===== src/rtl/beat_datapath_if.sv =====
// Handshake bundle between the sequencer control FSM and the beat datapath.
// The FSM side is the master; the datapath side is the slave.
interface beat_datapath_if;
  logic [7:0] data_in;
  logic       ld_ins1;
  logic       ld_ins2;
  logic       ld_ins3;
  logic       ld_ins4;
  logic       ld_bpm;
  logic       play;
  logic [3:0] timing;
  logic       beat_tick;
  logic [3:0] trig;
  logic [3:0] gate;
  logic [7:0] step_led;
  logic       bpm_zero;

  modport master (
    output data_in, ld_ins1, ld_ins2, ld_ins3, ld_ins4, ld_bpm, play, timing,
    input  beat_tick, trig, gate, step_led, bpm_zero
  );

  modport slave (
    input  data_in, ld_ins1, ld_ins2, ld_ins3, ld_ins4, ld_bpm, play, timing,
    output beat_tick, trig, gate, step_led, bpm_zero
  );
endinterface


===== src/rtl/beat_datapath.sv =====
// Sequencer datapath: pattern/BPM capture, eighth-note tempo NCO, and per-step
// trigger/gate generation for four instruments. Outputs are registered except step_led/bpm_zero.
module beat_datapath #(
  parameter int CLK_HZ      = 50_000_000,
  parameter int GATE_CYCLES = 2_500_000,
  parameter int ACC_W       = 32
) (
  input  logic           clk,
  input  logic           reset,
  beat_datapath_if.slave bus
);

  localparam logic [ACC_W-1:0] ACC_MAX   = ACC_W'(longint'(CLK_HZ) * 30);
  localparam int               CNT_W     = $clog2(GATE_CYCLES + 1);
  localparam logic [CNT_W-1:0] GATE_LOAD = CNT_W'(GATE_CYCLES);

  typedef enum logic [1:0] {IDLE, ARMED, RUN} state_t;

  state_t                  state;
  logic [3:0][7:0]         pat;
  logic [7:0]              bpm;
  logic [ACC_W-1:0]        acc;
  logic [3:0]              prev_timing;
  logic [3:0][CNT_W-1:0]   cnt;
  logic [3:0]              trig_q;
  logic                    tick_q;

  logic                    step_valid;
  logic [2:0]              step_idx;
  logic [ACC_W-1:0]        sum;
  logic [3:0]              trig_next;

  assign step_valid = (bus.timing >= 4'd1) && (bus.timing <= 4'd8);
  assign step_idx   = 3'(bus.timing - 4'd1);
  assign sum        = acc + ACC_W'(bpm);

  // A trigger fires only on the first cycle of a new step; a held step stays quiet.
  always_comb begin
    trig_next = '0;
    if (bus.play && step_valid && (bus.timing != prev_timing)) begin
      for (int i = 0; i < 4; i++) begin
        trig_next[i] = pat[i][step_idx];
      end
    end
  end

  always_ff @(posedge clk) begin
    if (!reset) begin
      state       <= IDLE;
      pat         <= '0;
      bpm         <= '0;
      acc         <= '0;
      prev_timing <= '0;
      cnt         <= '0;
      trig_q      <= '0;
      tick_q      <= 1'b0;
    end else begin
      if (!bus.play) begin
        if (bus.ld_ins1) pat[0] <= bus.data_in;
        if (bus.ld_ins2) pat[1] <= bus.data_in;
        if (bus.ld_ins3) pat[2] <= bus.data_in;
        if (bus.ld_ins4) pat[3] <= bus.data_in;
        if (bus.ld_bpm)  bpm    <= bus.data_in;
      end

      case (state)
        IDLE:    if (bus.play) state <= ARMED;
        ARMED:   if (!bus.play) state <= IDLE;
                 else if (step_valid) state <= RUN;
        RUN:     if (!bus.play) state <= IDLE;
                 else if (!step_valid) state <= ARMED;
        default: state <= IDLE;
      endcase

      if (!bus.play) begin
        trig_q      <= '0;
        prev_timing <= '0;
        cnt         <= '0;
      end else begin
        trig_q      <= trig_next;
        prev_timing <= bus.timing;
        for (int i = 0; i < 4; i++) begin
          if (trig_next[i]) cnt[i] <= GATE_LOAD;
          else if (cnt[i] != '0) cnt[i] <= cnt[i] - 1'b1;
        end
      end

      // Residue is kept on wrap so the long-run tick rate is exact.
      if (!bus.play || (bpm == 8'd0)) begin
        acc    <= '0;
        tick_q <= 1'b0;
      end else if (sum >= ACC_MAX) begin
        acc    <= sum - ACC_MAX;
        tick_q <= 1'b1;
      end else begin
        acc    <= sum;
        tick_q <= 1'b0;
      end
    end
  end

  always_comb begin
    for (int i = 0; i < 4; i++) begin
      bus.gate[i] = (cnt[i] != '0);
    end
  end

  assign bus.trig      = trig_q;
  assign bus.beat_tick = tick_q;
  assign bus.bpm_zero  = (bpm == 8'd0);
  assign bus.step_led  = step_valid ? (8'd1 << step_idx) : 8'd0;

endmodule


===== src/flat_wrapper.sv =====
// flat-port wrapper written by rule: the top's interface ports become plain ports
module beat_datapath_flat 
#(
  parameter int CLK_HZ      = 50_000_000,
  parameter int GATE_CYCLES = 2_500_000,
  parameter int ACC_W       = 32
)
  (clk, reset, bus_data_in, bus_ld_ins1, bus_ld_ins2, bus_ld_ins3, bus_ld_ins4, bus_ld_bpm, bus_play, bus_timing, bus_beat_tick, bus_trig, bus_gate, bus_step_led, bus_bpm_zero);
  beat_datapath_if bus_i ();
  input  logic clk;
  input  logic reset;
  input wire logic [$bits(bus_i.data_in)-1:0] bus_data_in;
  input wire logic [$bits(bus_i.ld_ins1)-1:0] bus_ld_ins1;
  input wire logic [$bits(bus_i.ld_ins2)-1:0] bus_ld_ins2;
  input wire logic [$bits(bus_i.ld_ins3)-1:0] bus_ld_ins3;
  input wire logic [$bits(bus_i.ld_ins4)-1:0] bus_ld_ins4;
  input wire logic [$bits(bus_i.ld_bpm)-1:0] bus_ld_bpm;
  input wire logic [$bits(bus_i.play)-1:0] bus_play;
  input wire logic [$bits(bus_i.timing)-1:0] bus_timing;
  output wire logic [$bits(bus_i.beat_tick)-1:0] bus_beat_tick;
  output wire logic [$bits(bus_i.trig)-1:0] bus_trig;
  output wire logic [$bits(bus_i.gate)-1:0] bus_gate;
  output wire logic [$bits(bus_i.step_led)-1:0] bus_step_led;
  output wire logic [$bits(bus_i.bpm_zero)-1:0] bus_bpm_zero;
  assign bus_i.data_in = bus_data_in;
  assign bus_i.ld_ins1 = bus_ld_ins1;
  assign bus_i.ld_ins2 = bus_ld_ins2;
  assign bus_i.ld_ins3 = bus_ld_ins3;
  assign bus_i.ld_ins4 = bus_ld_ins4;
  assign bus_i.ld_bpm = bus_ld_bpm;
  assign bus_i.play = bus_play;
  assign bus_i.timing = bus_timing;
  assign bus_beat_tick = bus_i.beat_tick;
  assign bus_trig = bus_i.trig;
  assign bus_gate = bus_i.gate;
  assign bus_step_led = bus_i.step_led;
  assign bus_bpm_zero = bus_i.bpm_zero;
  beat_datapath #(.CLK_HZ(CLK_HZ), .GATE_CYCLES(GATE_CYCLES), .ACC_W(ACC_W)) u_core (.clk(clk), .reset(reset), .bus(bus_i));
endmodule

===== config.mk =====
export PLATFORM = sky130hd
export DESIGN_NAME = beat_datapath_flat
export DESIGN_NICKNAME = d
export VERILOG_FILES = /design/src/rtl/beat_datapath_if.sv /design/src/rtl/beat_datapath.sv /design/src/flat_wrapper.sv
export SDC_FILE = /design/constraint.sdc
export NUM_CORES = 1
export LEC_CHECK = 0
export ABC_AREA = 0
export CORE_ASPECT_RATIO = 2
export CORE_MARGIN = 2
export CORE_UTILIZATION = 40
export CTS_CLUSTER_SIZE = 30
export DETAILED_ROUTE_END_ITERATION = 8
export GPL_ROUTABILITY_DRIVEN = 0
export SLEW_MARGIN = 5
export SYNTH_ARGS = -nofsm -noshare
export SYNTH_HDL_FRONTEND = slang
export SYNTH_SLANG_ARGS = --single-unit

===== constraint.sdc =====
create_clock -name clk -period 3.9 [get_ports clk]
set_input_delay 0.78 -clock clk [delete_from_list [all_inputs] [get_ports clk]]
set_output_delay 0.78 -clock clk [all_outputs]
set_load 0.02 [all_outputs]

==> impl_metrics.ini, run 1 <==
[sta]
slew_viol_final = 0
hold_slack_ps = 473
max_slew_margin = 0.538
fin_skew_ps = 9.02
finalWorstSetupSlack_ps = 105
fmax_mhz = 263
setup-violations-final = 0
period_share = 0.973
fin_crit_ps = 3800
max_slew.worst_pin.slew_ps = 692
rsz0062_at_grt = yes
final-hold-violation-count = 0

[finish]
diodes = 0
nets = 1100
fill_cells = 2145
layout-drive-gt1-share = 0.128
syn2layout_area_growth_pct = 17.3
final_area_um2 = 10400

[critical_path]
start_kind = flop
critPathCaptureType = flop
crit_type = flop to flop
crit_buf_inv = 0
crit_family = simple AND/OR/NAND/NOR gates
slowest_stage = a211oi_1
slowest_delay_ps = 520
critPathMaxFanout = 8
cp_cell_sequence = ha_1 -> a211oi_1 -> nor3_2 -> or2_1 -> nand2_1 -> xnor2_1 -> ha_2 -> nand2b_1 -> nor4_4 -> o22a_1 -> o21bai_1 -> and4_4 -> o211a_4 -> or4_1 -> a21oi_1
crit_required_ps = 4260
crit_arrival_ps = 4160

[place]
port_buffers = 37
hpwl_mm = 15.9
pre_cts_slack_ps = -66.4
placed_area_um2 = 9730

[power]
p_per_area_nw_per_um2 = 693
p_total_mw = 7.23
ir_worst_vdd_v = 0.000527
cellLeakagePower_nw = 4.05

[clock_tree]
clk_pin_slew_ps = 60
ctsLongestPathBuffers = 2
cts_made_buffers = 17
htreeDepth = 4
cts.sinks = 169
tritoncts = built
clock-root-buffer = clkbuf_16
clk_latency_ps = 440

[global_route]
grt_pass1_wl_mm = 35.6
grt_pass1_vias = 7271
grt_usage = 0.193
grt_overflow = 0
antenna_found_initial = 1
grt_max_degree = 46

[synthesis]
synthArstFlopShare = 0
syn_area_per_cell_um2 = 8.91
ys.flop_type = dfxtp_1
ys.warnings.count = 0
synth_fp_nets = 1039
syn_area_um2 = 8910
synthDistinctLibCells = 79
synth-seq-cells = 169
synth_edf_count = 0
yosysSeqAreaShare = 0.380
synth_cells = 999

[routing]
wl_per_cell_um = 16.1
num_vias = 7320
drtPass1Iterations = 4
ant_nets = 0
drc = 0
routed_wl_mm = 21.7
drtIter0Drc = 285
viasPerCell = 5.43

[floorplanning]
io_pins = 38
die_area_um2 = 23500
start_util = 0.405
die_height_um = 215
fp.dieW_um = 110
rows = 77
core_region_area_um2 = 22000

[job]
maxCapViolations = 0

[hold_path]
hold_class = flop to flop

[status]
status = complete, no violations
==> cell type report <==
cell class                 instances  area, um2  share of cell area
clock inverter                    10        166              0.0159
timing repair buffer              87        748              0.0716
tap                              276        345              0.0331
clock buffer                      22        474              0.0454
sequential                       169       3380               0.324
multi-input combinational        765       5250               0.503
inverter                          20       75.1             0.00719
==> routing by layer <==
metal,part of all wire,track usage
met5,0,0
met4,0.044,0.0975
met3,0.041,0.0513
met2,0.54,0.357
met1,0.37,0.191
==> what timing repair did <==
item	CTS	global route
endpoints found under the setup margin	9	21
hold buffers	0	0
buffers inserted	0	4
gates resized for setup	4	8
pin swaps	1	2
==> tightest hold or removal path: cells and delay by family (launching register included) <==
family             cells  cell delay, ps
AOI/OAI and AO/OA      2             120
DFF                    1             310
==> cell families after synthesis <==
family / after synthesis / share of synthesized area
flip-flops: 169 / 0.380
adder cells (fa/ha/maj): 20 / 0.0289
AO/OA/AOI/OAI: 171 / 0.129
multiplexers: 58 / 0.0771
XOR/XNOR: 100 / 0.0992
buffers and inverters: 65 / 0.0350
AND/OR/NAND/NOR: 416 / 0.251
==> path summary, 6_finish.rpt <==
path,depth (start not counted),to,slack (ps),from
setup / recovery,15,u_core.acc[27]$_SDFF_PP0_,100,u_core.bpm[1]$_SDFFE_PN0P_
hold / removal,2,u_core.cnt[70]$_SDFFE_PP0P_,470,u_core.cnt[70]$_SDFFE_PP0P_
setup reg to reg,15,u_core.acc[27]$_SDFF_PP0_,100,u_core.bpm[1]$_SDFFE_PN0P_
hold reg to reg,2,u_core.cnt[70]$_SDFFE_PP0P_,470,u_core.cnt[70]$_SDFFE_PP0P_
==> cell usage in the layout (no fill, tap or decap), types with 11 or more instances in the layout <==
master and n:
o21ai_0 24, nand2_1 51, nor4_1 24, nand3_1 24
nor2b_1 48, dfxtp_1 169, ha_1 17, and3_1 11
clkbuf_16 17, or4_1 13, nor3b_1 14, xnor2_1 68
nor2_1 109, a21oi_1 64, or3_1 12, clkdlybuf4s50_1 36
mux2i_1 45, nor3_1 40, a31oi_1 14, inv_1 20
nand4_1 21, xor2_1 30, buf_4 50
==> report_power, final <==
| part | leakage, nW | internal [mW] | switching (mW) |
|---|---|---|---|
| Sequential | 1.38 | 2.02 | 0.240 |
| Clock | 0.307 | 1.12 | 0.706 |
| Combinational | 2.37 | 1.42 | 1.72 |
| Total | 4.05 | 4.57 | 2.67 |
==> synthesized netlist by cell type (21+ instances only) <==
cell      number  share of area
xor2_1        30          0.030
nand2_1       52          0.022
clkbuf_1      26          0.011
nand3_1       24          0.013
nor3_1        40          0.022
mux2i_1       45          0.051
nor2_1       110          0.046
a21oi_1       64          0.036
xnor2_1       69          0.068
nand4_1       21          0.015
nor2b_1       48          0.034
nor4_1        25          0.018
dfxtp_1      169           0.38
o21ai_0       25          0.014
==> state kept, by name, summed over array words and instances (netlist names) <==
signal	cells
u_core.acc	32
u_core.bpm	8
u_core.bus.beat_tick	1
u_core.bus.trig	4
u_core.cnt	88
u_core.pat	32
u_core.prev_timing	4
==> through the flow <==
step | utilization | std cells | TNS (ps)
global placement | 0.443 | 1313 | 0
floorplan | - | 999 | 0
detailed placement | 0.443 | 1313 | -158
finish | 0.476 | 1349 | 0
CTS | 0.473 | 1345 | 0
global route | 0.476 | 1349 | -61.9
Note: power is estimated with default switching activity, not from simulation.
==> run 2: changes to the inputs <==
clock period = 3.4 ns   (was 3.9 ns; I/O delays follow)
==> run 2 against run 1 <==
The run now ends with negative setup slack left. Maximum frequency increased by 6.4%. Non-clock buffer count grew 70. Core utilization up 3.4 points. Final cell count rose by 5.0%. Cell area rose by 7.2%. First-iteration DRC count grew 0.35%. Via count is 5.1% higher. Setup slack lost 270 ps. Hold slack worse by 3.6 ps. Critical path type unchanged. Largest cell class unchanged.
==> impl_metrics.ini, run 2 (synthesized netlist as in run 1, its figures left out) <==
[status]
status = finished, violations left
violations = negative setup slack

[sta]
period_share = 1.05
slew_viol_final = 0
fin_crit_ps = 3570
max_slew.worst_pin.slew_ps = 723
final-hold-violation-count = 0
setup-violations-final = 23
hold_slack_ps = 469
fmax_mhz = 280
rsz0062_at_grt = yes
fin_skew_ps = 9.78
setup-tns-final_ps = -2270
max_slew_margin = 0.518
finalWorstSetupSlack_ps = -168

[critical_path]
start_kind = flop
slowest_stage = or4_4
slowest_delay_ps = 510
crit_arrival_ps = 3940
cp_cell_sequence = ha_4 -> fa_2 -> a211o_1 -> a211o_4 -> nand2_4 -> xnor2_2 -> ha_2 -> buf_4 -> o311a_2 -> o22a_1 -> o21bai_2 -> and4_4 -> o211a_4 -> or4_4 -> a21oi_2
critPathMaxFanout = 5
critPathCaptureType = flop
crit_type = flop to flop
crit_required_ps = 3770

[hold_path]
hold_class = flop to flop

[clock_tree]
cts_made_buffers = 17
clk_pin_slew_ps = 60
tritoncts = built
cts.sinks = 169
ctsLongestPathBuffers = 2
clk_latency_ps = 440
cts_hold_buf = 0
htreeDepth = 4
clock-root-buffer = clkbuf_16

[finish]
most-common-layout-cells = dfxtp_1, buf_4, nor2_1
final_area_um2 = 11200
diodes = 0
seq_area_um2 = 3390
nets = 1170
final_core_util = 0.510
largest-register = u_core.cnt
top_regs = u_core.cnt (88), u_core.acc (32), u_core.pat (32)
layout_commonest_cell = dfxtp_1
fill_cells = 2072
syn2layout_area_growth_pct = 25.7
largest_reg_flops = 88
final_cell_count_no_fill = 1417
layout-drive-gt1-share = 0.202
multi_input_area_um2 = 5460

[power]
p_per_area_nw_per_um2 = 740
cellLeakagePower_nw = 4.48
p_total_mw = 8.29
ir_worst_vdd_v = 0.000682

[global_route]
grt_overflow = 0
grt_usage = 0.209
grt_max_degree = 46
antenna_found_initial = 0
grt_pass1_vias = 7903
grt_pass1_wl_mm = 38.3

[routing]
viasPerCell = 5.43
drtIter0Drc = 286
num_vias = 7694
drtPass1Iterations = 5
ant_nets = 0
routed_wl_mm = 23.6
drc = 0
wl_per_cell_um = 16.6

[place]
hpwl_mm = 17.5
pre_cts_slack_ps = -316
dp.cells = 1378
port_buffers = 37
placed_area_um2 = 10300

[floorplanning]
die_height_um = 215
fp.dieW_um = 110
die_area_um2 = 23500
start_util = 0.405
core_region_area_um2 = 22000
rows = 77
io_pins = 38

[job]
maxCapViolations = 0
==> run 2: cell types whose count changed in the layout (fill, tap and decap cells not counted), sizes merged <==
cell,change
buf,+70
clkbuf,+3
bufinv,-2
clkinv,-3
inv,+1
clkdlybuf4s50,-6
dlymetal6s2s,+5
==> run 2: critical path: cells and delay by family, from the launching register on <==
family,cells,cell delay [ps]
AO/OA/AOI/OAI,7,1490
flip-flops,1,330
adder cells (fa/ha/maj),3,700
AND/OR/NAND/NOR,3,750
XOR/XNOR,1,120
buffers and inverters,1,100
==> run 2: layout make-up <==
cell class	instances	area share
tap	276	0.0308
clock inverter	6	0.00793
multi-input combinational	765	0.487
sequential	169	0.302
inverter	20	0.00670
timing repair buffer	157	0.121
clock buffer	24	0.0439
==> run 2: power by group <==
group	total, mW	internal (mW)	switching, mW
clock	1.97	1.15	0.815
combinational	3.71	1.68	2.04
sequential	2.61	2.32	0.286
==> run 2: final timing paths <==
kind | start | end | slack, ps | depth (start not counted)
worst max-delay path | u_core.bpm[0]$_SDFFE_PN0P_ | u_core.acc[27]$_SDFF_PP0_ | -170 | 15
worst min-delay path | u_core.cnt[3]$_SDFFE_PP0P_ | u_core.cnt[3]$_SDFFE_PP0P_ | 470 | 2
worst max register to register | u_core.bpm[0]$_SDFFE_PN0P_ | u_core.acc[27]$_SDFF_PP0_ | -170 | 15
worst min register to register | u_core.cnt[3]$_SDFFE_PP0P_ | u_core.cnt[3]$_SDFFE_PP0P_ | 470 | 2
==> run 2: metal layers <==
metal | vias to the layer above | track usage | wire [um]
li1 | 3828 | - | -
met1 | 3664 | 0.191 | 8320
met2 | 133 | 0.407 | 13300
met3 | 69 | 0.0355 | 583
met4 | 0 | 0.124 | 1320
met5 | - | 0 | 0
==> run 2: what timing repair did <==
item / in CTS / in global routing
gates cloned: 1 / 0
gates resized for setup: 21 / 29
endpoints found under the setup margin: 25 / 33
pin swaps: 8 / 10
buffers inserted: 8 / 3
==> run 3: changes to the inputs <==
REMOVE_ABC_BUFFERS = 1   (was default)
==> run 3 against run 2 <==
Cell area shrank 0.18%. The run still ends with negative setup slack left. Hold slack lost 6.0 ps. First-iteration DRC count shrank 5.6%. Clock power shrank 3%. Wire length shrank 2.3%. Largest power group unchanged. Clock skew grew 1.6 ps. Sequential share of layout area grew 0.054 points. Maximum frequency shrank 0.21%. Die area is the same. Combinational power is essentially flat. Global-route usage shrank 0.84 points.
==> impl_metrics.ini, run 3 (synthesized netlist as in run 1, its figures left out) <==
[critical_path]
slowest_delay_ps = 350
cpMostUsedCell = a211o_1
critPathCaptureType = flop
cp_cell_sequence = ha_4 -> fa_2 -> a211o_1 -> a211o_2 -> nand2_2 -> xnor2_2 -> ha_2 -> buf_4 -> o311a_2 -> o22a_1 -> o21bai_1 -> and4_4 -> o211a_4 -> buf_12 -> buf_8 -> a211o_1 -> mux2i_1
critPathMaxFanout = 7
start_kind = flop
r2r_slack_ps = -170
crit_buf_inv = 3
crit_family = compound AO/OA/AOI/OAI gates
crit_type = flop to flop
slowest_stage = a211o_2
crit_arrival_ps = 3900
crit_required_ps = 3730

[routing]
drtIter0Drc = 270
viasPerCell = 5.41
routed_wl_mm = 23.0
wl_per_cell_um = 16.2
num_vias = 7678
met1Wirelength_mm = 8.44
routed.top_layer = met4
ant_nets = 0
drtPass1Iterations = 4
wl_met2_mm = 13.1
drc = 0
wl_met3_um = 565

[clock_tree]
cts.sinks = 169
cts_made_buffers = 17
tritoncts = built
clock-root-buffer = clkbuf_16
htreeDepth = 4
clk_pin_slew_ps = 70
ctsLongestPathBuffers = 2
clk_latency_ps = 440

[finish]
syn2layout_area_growth_pct = 25.5
largest_reg_flops = 88
final_area_um2 = 11200
diodes = 0
most-common-layout-cells = dfxtp_1, buf_4, nor2_1
seq_area_um2 = 3390
layout-drive-gt1-share = 0.206
largest-register = u_core.cnt
top_regs = u_core.cnt (88), u_core.acc (32), u_core.pat (32)
layout_commonest_cell = dfxtp_1
final_core_util = 0.509
multi_input_area_um2 = 5450
nets = 1170
fill_cells = 2060

[sta]
rsz0062_at_grt = yes
period_share = 1.05
fin_crit_ps = 3570
setup-tns-final_ps = -2540
finalWorstSetupSlack_ps = -175
setup-violations-final = 22
final-hold-violation-count = 0
fin_skew_ps = 11.3
slew_viol_final = 0
max_slew.worst_pin.slew_ps = 757
fmax_mhz = 280
max_slew_margin = 0.495

[power]
p_per_area_nw_per_um2 = 736
ir_worst_vdd_v = 0.000692
cellLeakagePower_nw = 4.56
p_total_mw = 8.22

[place]
port_buffers = 37
hpwl_mm = 16.7
pre_cts_slack_ps = -411
placed_area_um2 = 10200

[floorplanning]
die_area_um2 = 23500
die_height_um = 215
rows = 77
start_util = 0.405
fp.dieW_um = 110
io_pins = 38
core_region_area_um2 = 22000

[global_route]
grt_overflow = 0
antenna_found_initial = 0
grt_pass1_wl_mm = 37.1
grt_usage = 0.201
grt_max_degree = 46
grt_pass1_vias = 7788

[status]
status = finished, violations left
violations = negative setup slack

[job]
maxCapViolations = 0

[hold_path]
hold_class = flop to flop
[run 3: changes by cell type in the layout (fill, tap and decap cells not counted), sizes merged]
| cell | change |
|---|---|
| bufinv | -1 |
| clkbuf | -3 |
| clkdlybuf4s50 | -3 |
| clkinv | +1 |
| clkinvlp | +1 |
| dlymetal6s2s | +3 |
| inv | +4 |
[run 3: path summary, 6_finish.rpt]
check,to,depth (start not counted),startpoint
setup reg to reg,u_core.acc[23]$_SDFF_PP0_,17,u_core.bpm[0]$_SDFFE_PN0P_
setup / recovery,u_core.acc[23]$_SDFF_PP0_,17,u_core.bpm[0]$_SDFFE_PN0P_
hold / removal,u_core.cnt[3]$_SDFFE_PP0P_,2,u_core.cnt[3]$_SDFFE_PP0P_
hold reg to reg,u_core.cnt[3]$_SDFFE_PP0P_,2,u_core.cnt[3]$_SDFFE_PP0P_
[run 3: area by class of cell]
class,count,area share
Clock buffer,21,0.0412
Timing Repair Buffer,157,0.121
Clock inverter,11,0.00974
Sequential cell,169,0.303
Tap cell,276,0.0309
Inverter,20,0.00672
Multi-Input combinational cell,765,0.487
[run 3: worst reg2reg max path: stages (launching register included)]
cell,delay [ps]
dfxtp_2,330
ha_4,160
fa_2,330
a211o_1,280
a211o_2,350
nand2_2,90
xnor2_2,130
ha_2,210
buf_4,110
o311a_2,170
o22a_1,150
o21bai_1,80
and4_4,200
o211a_4,260
buf_12,140
buf_8,120
a211o_1,230
mux2i_1,110
[run 3: what timing repair did]
| item | CTS | global route |
|---|---|---|
| setup buffers | 3 | 10 |
| cloned | 1 | 0 |
| pin swaps | 13 | 14 |
| gates resized for setup | 28 | 47 |
| setup endpoints to repair | 26 | 35 |
| hold buffers | 0 | 0 |
[run 3: power by group]
| group | switching, mW | internal, mW |
|---|---|---|
| clock | 0.852 | 1.06 |
| combinational | 2.01 | 1.69 |
| sequential | 0.288 | 2.32 |
[run 3: per-stage QoR]
stage,instances,hold WS (ps)
2_1_floorplan,954,442
6_report,1419,463
3_5_place_dp,1374,458
4_1_cts,1410,467
5_1_grt,1419,483
3_3_place_gp,1374,454
[run 3: layer usage]
metal,vias up,GRT usage
met2,119,0.394
met5,-,0
met1,3657,0.186
li1,3849,-
met4,0,0.103
met3,53,0.0367
